## config.mk

```make
export PLATFORM = sky130hd
export DESIGN_NAME = fpu_decoder
export DESIGN_NICKNAME = d
export VERILOG_FILES = /design/src/rtl/fpu_decoder.sv
export SDC_FILE = /design/constraint.sdc
export NUM_CORES = 1
export LEC_CHECK = 0
export ABC_CLOCK_PERIOD_IN_PS = 800
export CAP_MARGIN = 10
export CORE_ASPECT_RATIO = 0.6
export CORE_MARGIN = 3
export CORE_UTILIZATION = 35
export CTS_BUF_LIST = sky130_fd_sc_hd__clkbuf_4 sky130_fd_sc_hd__clkbuf_8
export CTS_CLUSTER_DIAMETER = 60
export DETAILED_ROUTE_END_ITERATION = 8
export PLACE_DENSITY_LB_ADDON = 0.25
export SYNTH_ARGS = -nofsm -noshare
export SYNTH_HDL_FRONTEND = slang
export SYNTH_SLANG_ARGS = --single-unit
```

## constraint.sdc

```tcl
create_clock -name clk -period 0.8 [get_ports clk]
set_input_delay 0.08 -clock clk [delete_from_list [all_inputs] [get_ports clk]]
set_output_delay 0.08 -clock clk [all_outputs]
set_load 0.02 [all_outputs]
```

## src/rtl/fpu_decoder.sv

```systemverilog
// Registered decoder for single-precision RISC-V OP-FP instructions: one-hot
// unit enables, register addresses and register-file strobes, one cycle after sampling.
module fpu_decoder (
  input  logic        clk,
  input  logic        rst,
  input  logic [31:0] instruction,
  output logic        Fadd_en,
  output logic        Fsub_en,
  output logic        Fmul_en,
  output logic        Fdiv_en,
  output logic        Fsqrt_en,
  output logic        Fmax_en,
  output logic        Fmin_en,
  output logic        Feq_en,
  output logic        Flt_en,
  output logic        Fleq_en,
  output logic [4:0]  rs1,
  output logic [4:0]  rs2,
  output logic [4:0]  rd,
  output logic        rd_en,
  output logic        wr_en
);

  localparam logic [6:0] OP_FP = 7'b1010011;

  // Enable vector bit positions
  localparam int EN_ADD  = 0;
  localparam int EN_SUB  = 1;
  localparam int EN_MUL  = 2;
  localparam int EN_DIV  = 3;
  localparam int EN_SQRT = 4;
  localparam int EN_MAX  = 5;
  localparam int EN_MIN  = 6;
  localparam int EN_EQ   = 7;
  localparam int EN_LT   = 8;
  localparam int EN_LE   = 9;

  logic [6:0] w_funct7;
  logic [4:0] w_rs2f;
  logic [4:0] w_rs1f;
  logic [2:0] w_funct3;
  logic [4:0] w_rdf;
  logic [6:0] w_opcode;

  logic [9:0] w_en;
  logic       w_valid;
  logic [4:0] w_rs1;
  logic [4:0] w_rs2;
  logic [4:0] w_rd;

  logic [9:0] r_en;
  logic [4:0] r_rs1;
  logic [4:0] r_rs2;
  logic [4:0] r_rd;
  logic       r_rd_en;
  logic       r_wr_en;

  assign w_funct7 = instruction[31:25];
  assign w_rs2f   = instruction[24:20];
  assign w_rs1f   = instruction[19:15];
  assign w_funct3 = instruction[14:12];
  assign w_rdf    = instruction[11:7];
  assign w_opcode = instruction[6:0];

  // Combinational decode of the unit enable; anything unrecognised leaves it all-zero
  always_comb begin
    w_en = 10'b0;
    if (w_opcode == OP_FP) begin
      case (w_funct7)
        7'b0000000: w_en[EN_ADD] = 1'b1;
        7'b0000100: w_en[EN_SUB] = 1'b1;
        7'b0001000: w_en[EN_MUL] = 1'b1;
        7'b0001100: w_en[EN_DIV] = 1'b1;
        7'b0101100: begin
          if (w_rs2f == 5'd0) begin
            w_en[EN_SQRT] = 1'b1;
          end else begin
            w_en = 10'b0;
          end
        end
        7'b0010100: begin
          case (w_funct3)
            3'b000:  w_en[EN_MIN] = 1'b1;
            3'b001:  w_en[EN_MAX] = 1'b1;
            default: w_en = 10'b0;
          endcase
        end
        7'b1010000: begin
          case (w_funct3)
            3'b010:  w_en[EN_EQ] = 1'b1;
            3'b001:  w_en[EN_LT] = 1'b1;
            3'b000:  w_en[EN_LE] = 1'b1;
            default: w_en = 10'b0;
          endcase
        end
        default: w_en = 10'b0;
      endcase
    end else begin
      w_en = 10'b0;
    end
  end

  // Register addresses are zeroed on invalid decode; FSQRT has no second operand
  always_comb begin
    w_valid = |w_en;
    w_rs1   = 5'd0;
    w_rs2   = 5'd0;
    w_rd    = 5'd0;
    if (w_valid) begin
      w_rs1 = w_rs1f;
      w_rd  = w_rdf;
      w_rs2 = w_en[EN_SQRT] ? 5'd0 : w_rs2f;
    end else begin
      w_rs1 = 5'd0;
      w_rs2 = 5'd0;
      w_rd  = 5'd0;
    end
  end

  // Output register with asynchronous clear
  always_ff @(posedge clk or negedge rst) begin
    if (!rst) begin
      r_en    <= 10'b0;
      r_rs1   <= 5'd0;
      r_rs2   <= 5'd0;
      r_rd    <= 5'd0;
      r_rd_en <= 1'b0;
      r_wr_en <= 1'b0;
    end else begin
      r_en    <= w_en;
      r_rs1   <= w_rs1;
      r_rs2   <= w_rs2;
      r_rd    <= w_rd;
      r_rd_en <= w_valid;
      r_wr_en <= w_valid;
    end
  end

  assign Fadd_en  = r_en[EN_ADD];
  assign Fsub_en  = r_en[EN_SUB];
  assign Fmul_en  = r_en[EN_MUL];
  assign Fdiv_en  = r_en[EN_DIV];
  assign Fsqrt_en = r_en[EN_SQRT];
  assign Fmax_en  = r_en[EN_MAX];
  assign Fmin_en  = r_en[EN_MIN];
  assign Feq_en   = r_en[EN_EQ];
  assign Flt_en   = r_en[EN_LT];
  assign Fleq_en  = r_en[EN_LE];
  assign rs1      = r_rs1;
  assign rs2      = r_rs2;
  assign rd       = r_rd;
  assign rd_en    = r_rd_en;
  assign wr_en    = r_wr_en;

endmodule

```

; Word-level counts from Yosys, hierarchy flattened
; Cells that the tools add are included.
[word_totals]
regBits = 26
elab_cells = 32
inputBits = 34
out_inout_bits = 27
[classes]
mux = 14
n_eq_ne = 9
n_reduce_logical = 4
[ops]
columns = op, n
row1 = $mux W5, 4
row2 = $pmux W6 S3, 1
row3 = $eq A7 B4 Y1 const B, 2
row4 = $eq A7 B7 Y1 const B, 2
row5 = $mux W10, 1
row6 = $reduce_or A10 Y1, 1
row7 = $mux W1, 8
row8 = $eq A7 B3 Y1 const B, 1
row9 = $eq A7 B5 Y1 const B, 1
row10 = $eq A7 B6 Y1 const B, 1
row11 = $logic_not A7 Y1, 1
row12 = $logic_not A5 Y1, 1
row13 = $eq A3 B1 Y1 const B, 1
row14 = $eq A3 B2 Y1 const B, 1
row15 = $logic_not A3 Y1, 1

; Depth between registers and ports, before layout
[depth]
word_depth = 6
mapped_depth = 5
ltp_nobuf = 4

; Worst setup path before layout
; Ideal clock, no wire load.
[synth_timing]
kind = input to register
start = input port instruction[30]
end = register r_rd[3] (netlist: rd[3])
arrival_time_ns = 1.532
cell_stages = 5
setup_ns = 0.073
t_required_ns = 0.727
n_path_buf = 1
slack_ns = -0.805
path_cell_list = or3b_4 or4_4 o32a_4 buf_6 a21boi_2
[synth_between]
elab_chain_len = 5
elab_cells_between_ends = 15
classes_between = 6 x eq/ne / 7 x mux / 2 x reduce/logical
[synth_rtl]
columns = element, line_no
row1 = from (decl), 6  ; input logic [31:0] instruction,
row2 = "$eq A7 B7 Y1, or another cell as far along", 69  ; case (w_funct7)
row3 = $pmux W6 S3 / $mux W1 (equally long branches), n/a
row4 = $mux W10 (*), 68  ; if (w_opcode == OP_FP) begin
row5 = $reduce_or A10 Y1 (*), 105  ; w_valid = |w_en;
row6 = $mux W5 (*), 109  ; if (w_valid) begin
row7 = net w_rd[3], 49  ; logic [4:0] w_rd;
row8 = to (signal assigned), 133  ; r_rd <= w_rd;
row9 = to (decl), 54  ; logic [4:0] r_rd;
; Mark *: on every way through the listed nets, which the timed path passes. The rest lies on a longest branch.

; Worst setup path after layout
[layout_timing]
start = input port instruction[14]
end = register r_rs1[1] (netlist: rs1[1])
[layout_between]
elab_chain_len = 6
elab_cells_between_ends = 10
classes_between = 2 x eq/ne / 6 x mux / 2 x reduce/logical
[layout_rtl]
columns = element, line_no
row1 = "$eq A3 B1 Y1, or another cell as far along", "82, 89"
row2 = "$mux W1, on equally long branches", "82, 89"
row3 = $pmux W6 S3 (*), 69
row4 = $mux W10 (*), 68
row5 = $reduce_or A10 Y1 (*), 105
row6 = $mux W5 (*), 109
row7 = net w_rs1[1], 47  ; logic [4:0] w_rs1;
row8 = to (signal assigned), 131  ; r_rs1 <= w_rs1;
row9 = to (decl), 52  ; logic [4:0] r_rs1;
; Marks and branches as above.

==> metrics <==
Rows 14; fin crit period roughly 1.5 ns; Buffers & Inverters on Critical Path 3; crit path kind in2reg; leakage between 1 and 1.5 nW; Port-buffer cells 60; setup violators final 53; max_slew headroom 74.5%; post-place instance area 1830 sq um; Max H-tree Level 1; number of global-route vias before repair 1091; Synth warnings 0; first-pass GRT wire length 6010 microns; clock sinks 26; DIE AREA 3740 sq um; clock tree buffer depth 2; Final Hold Viols 0; TritonRoute pass-1 iters 4; largest net degree at the start of global routing 27; Synth area leaders dfrtp_1 (62%), a21boi_2 (9.6%), a21boi_0 (4.3%); GRT Total Usage 21.1%; synthesized area 1060 sq um; status finished with violations; # fillers about 150; gpl congestion 0.834; # DRC 0; Tot Pwr 2.79 mW; CP max FO 16; failing checks negative setup slack; pins over their slew limit 0; Nets 201; fin crit share 193%; cell taking the most area after synthesis dfrtp_1; final core occ 82.4%; P&R area growth vs syn 109%; DRT iter0 DRCs 73; Die Height 48.6 microns; register bit total from synthesis 26; fraction of layout cells with a size suffix above 1 62.0%; routed vias around 1000; core area 2680 sq um; Worst Path Arrival 1.76 ns; Post-synth ARST share 100%; Post-CTS Hold Buffers 0; drt wl/cell just under 20 microns; slowest cell on the critical path or3b_4; EDFF count, synth 0; Distinct cells, synth 24; Peak VDD IR 1.01 mV; Die Wd 77.0 microns; crit path cell chain buf_6 -> or3b_4 -> buf_4 -> or3_4 -> o32a_1 -> buf_12 -> a21boi_2; critical path endpoint category flip-flop; ant diodes 0; CP Data Required Time 1.01 ns; FMAX 648 MHz; Gate Count Post-Synth 80; average footprint of a synthesized cell 13.2 sq um; Num CTS Buffers 3; register area share after synthesis 61.5%; drt total wl about 4100 microns; DRT antenna net count 0; top-area cell type share of the netlist area between 60% and 70%; initial antenna violation count 0; Post-Syn Nets 114; remaining global-route overflow 0; most common cell in the netlist dfrtp_1; io pins 61; CTS tree yes; peak per-stage delay on the critical path 0.40 ns; CTS root buf clkbuf_8; RSZ-0062 raised after global routing true; hold crit path type in2reg; fin area 2210 sq um; DP HPWL 2300 microns; worst setup margin -0.744 ns; pwr dens 1260 nW/um^2; Worst-Margin Slew around 0.38 ns; most instantiated cells after synthesis dfrtp_1 (26), a21boi_2 (9), nor3_1 (7); vias per std cell 5.05; CP delay by family, top simple AND/OR/NAND/NOR gates; CP Launch Type primary input; Clock Pin Slew Worst Setup and Hold Paths about 0.10 ns; maxcap violations 0; Fin Hold WS 0.130 ns; Synth Flop Type dfrtp_1; Starting Density between 30% and 40%
==> cells by family after synthesis <==
kind of cell	synth area share, %
and+or+nand+nor	17.8
DFF	61.5
AOI/OAI and AO/OA	16.9
buffers and inverters	2.96
xor gates and xnor gates	0.829
==> stage by stage <==
stage / cells / setup slack, ns / TNS [ns]
floorplan: 80 / -0.758 / -13.47
global placement: 193 / -1.24 / -32.99
detailed placement: 193 / -1.32 / -34.31
CTS: 205 / -0.734 / -16.41
global route: 206 / -0.774 / -18.34
finish: 206 / -0.744 / -17.20
==> area by class of cell <==
type                            count  area [sq um]  area share [%]
Sequential cell                    26           651            29.4
Multi-Input combinational cell     50           571            25.8
Tap cell                           40          50.0            2.27
Clock buffer                        3          41.3            1.87
Timing Repair Buffer               84           860            38.9
Clock inverter                      1          30.0            1.36
Inverter                            2          7.51           0.340
==> metal layers <==
metal,up-vias,wire length (microns),track usage [%]
met3,11,183,4.63
met4,0,110,10.2
met1,524,1840,27.1
met5,-,0,0
met2,39,1940,34.0
li1,467,-,-
==> flip-flops by register name, summed over array words and instances, names as in the netlist <==
| register | cells |
|---|---|
| rd | 5 |
| rs2 | 5 |
| r_en | 10 |
| rs1 | 5 |
| wr_en | 1 |
==> final timing paths <==
path / startpoint / end / cells after the start
hold / removal: instruction[22] / rs2[2] / 2
setup / recovery: instruction[14] / rs1[1] / 7
min in group asynchronous: rst / rs2[4] / 2
max in group asynchronous: rst / rs2[0] / 2
==> layout by cell type (no fill, tap or decap), drive strengths merged <==
| cell type | synthesis | final |
|---|---|---|
| nand4bb | 1 | 1 |
| or4 | 2 | 2 |
| nand4b | 1 | 1 |
| inv | 2 | 2 |
| nand3 | 1 | 1 |
| or3b | 1 | 1 |
| nor4 | 3 | 3 |
| nor4bb | 1 | 1 |
| clkdlybuf4s50 | 0 | 16 |
| bufinv | 0 | 1 |
| a21boi | 15 | 15 |
| o32a | 2 | 3 |
| dlygate4sd2 | 0 | 3 |
| xnor2 | 1 | 1 |
| nor2 | 4 | 4 |
| clkbuf | 0 | 6 |
| nand3b | 1 | 1 |
| buf | 3 | 59 |
| nand2 | 4 | 4 |
| dfrtp | 26 | 26 |
| dlymetal6s2s | 0 | 3 |
| nand2b | 1 | 1 |
| nor3 | 7 | 7 |
| or3 | 4 | 4 |
==> repair_timing <==
item,4_1_cts,5_1_grt
gates cloned,1,0
setup buffers,7,3
gates resized for setup,237,24
pin swaps,16,11
hold endpoints to repair,0,0
endpoints found under the setup margin,53,53
==> where the power goes <==
| part | leakage, nW | switching, mW | total [mW] | internal (mW) |
|---|---|---|---|---|
| combinational | 0.630 | 0.149 | 0.374 | 0.225 |
| sequential | 0.363 | 0.000112 | 1.31 | 1.31 |
| clock | 0.0357 | 0.435 | 1.11 | 0.671 |
No activity file was read; power rests on OpenSTA's default activity.
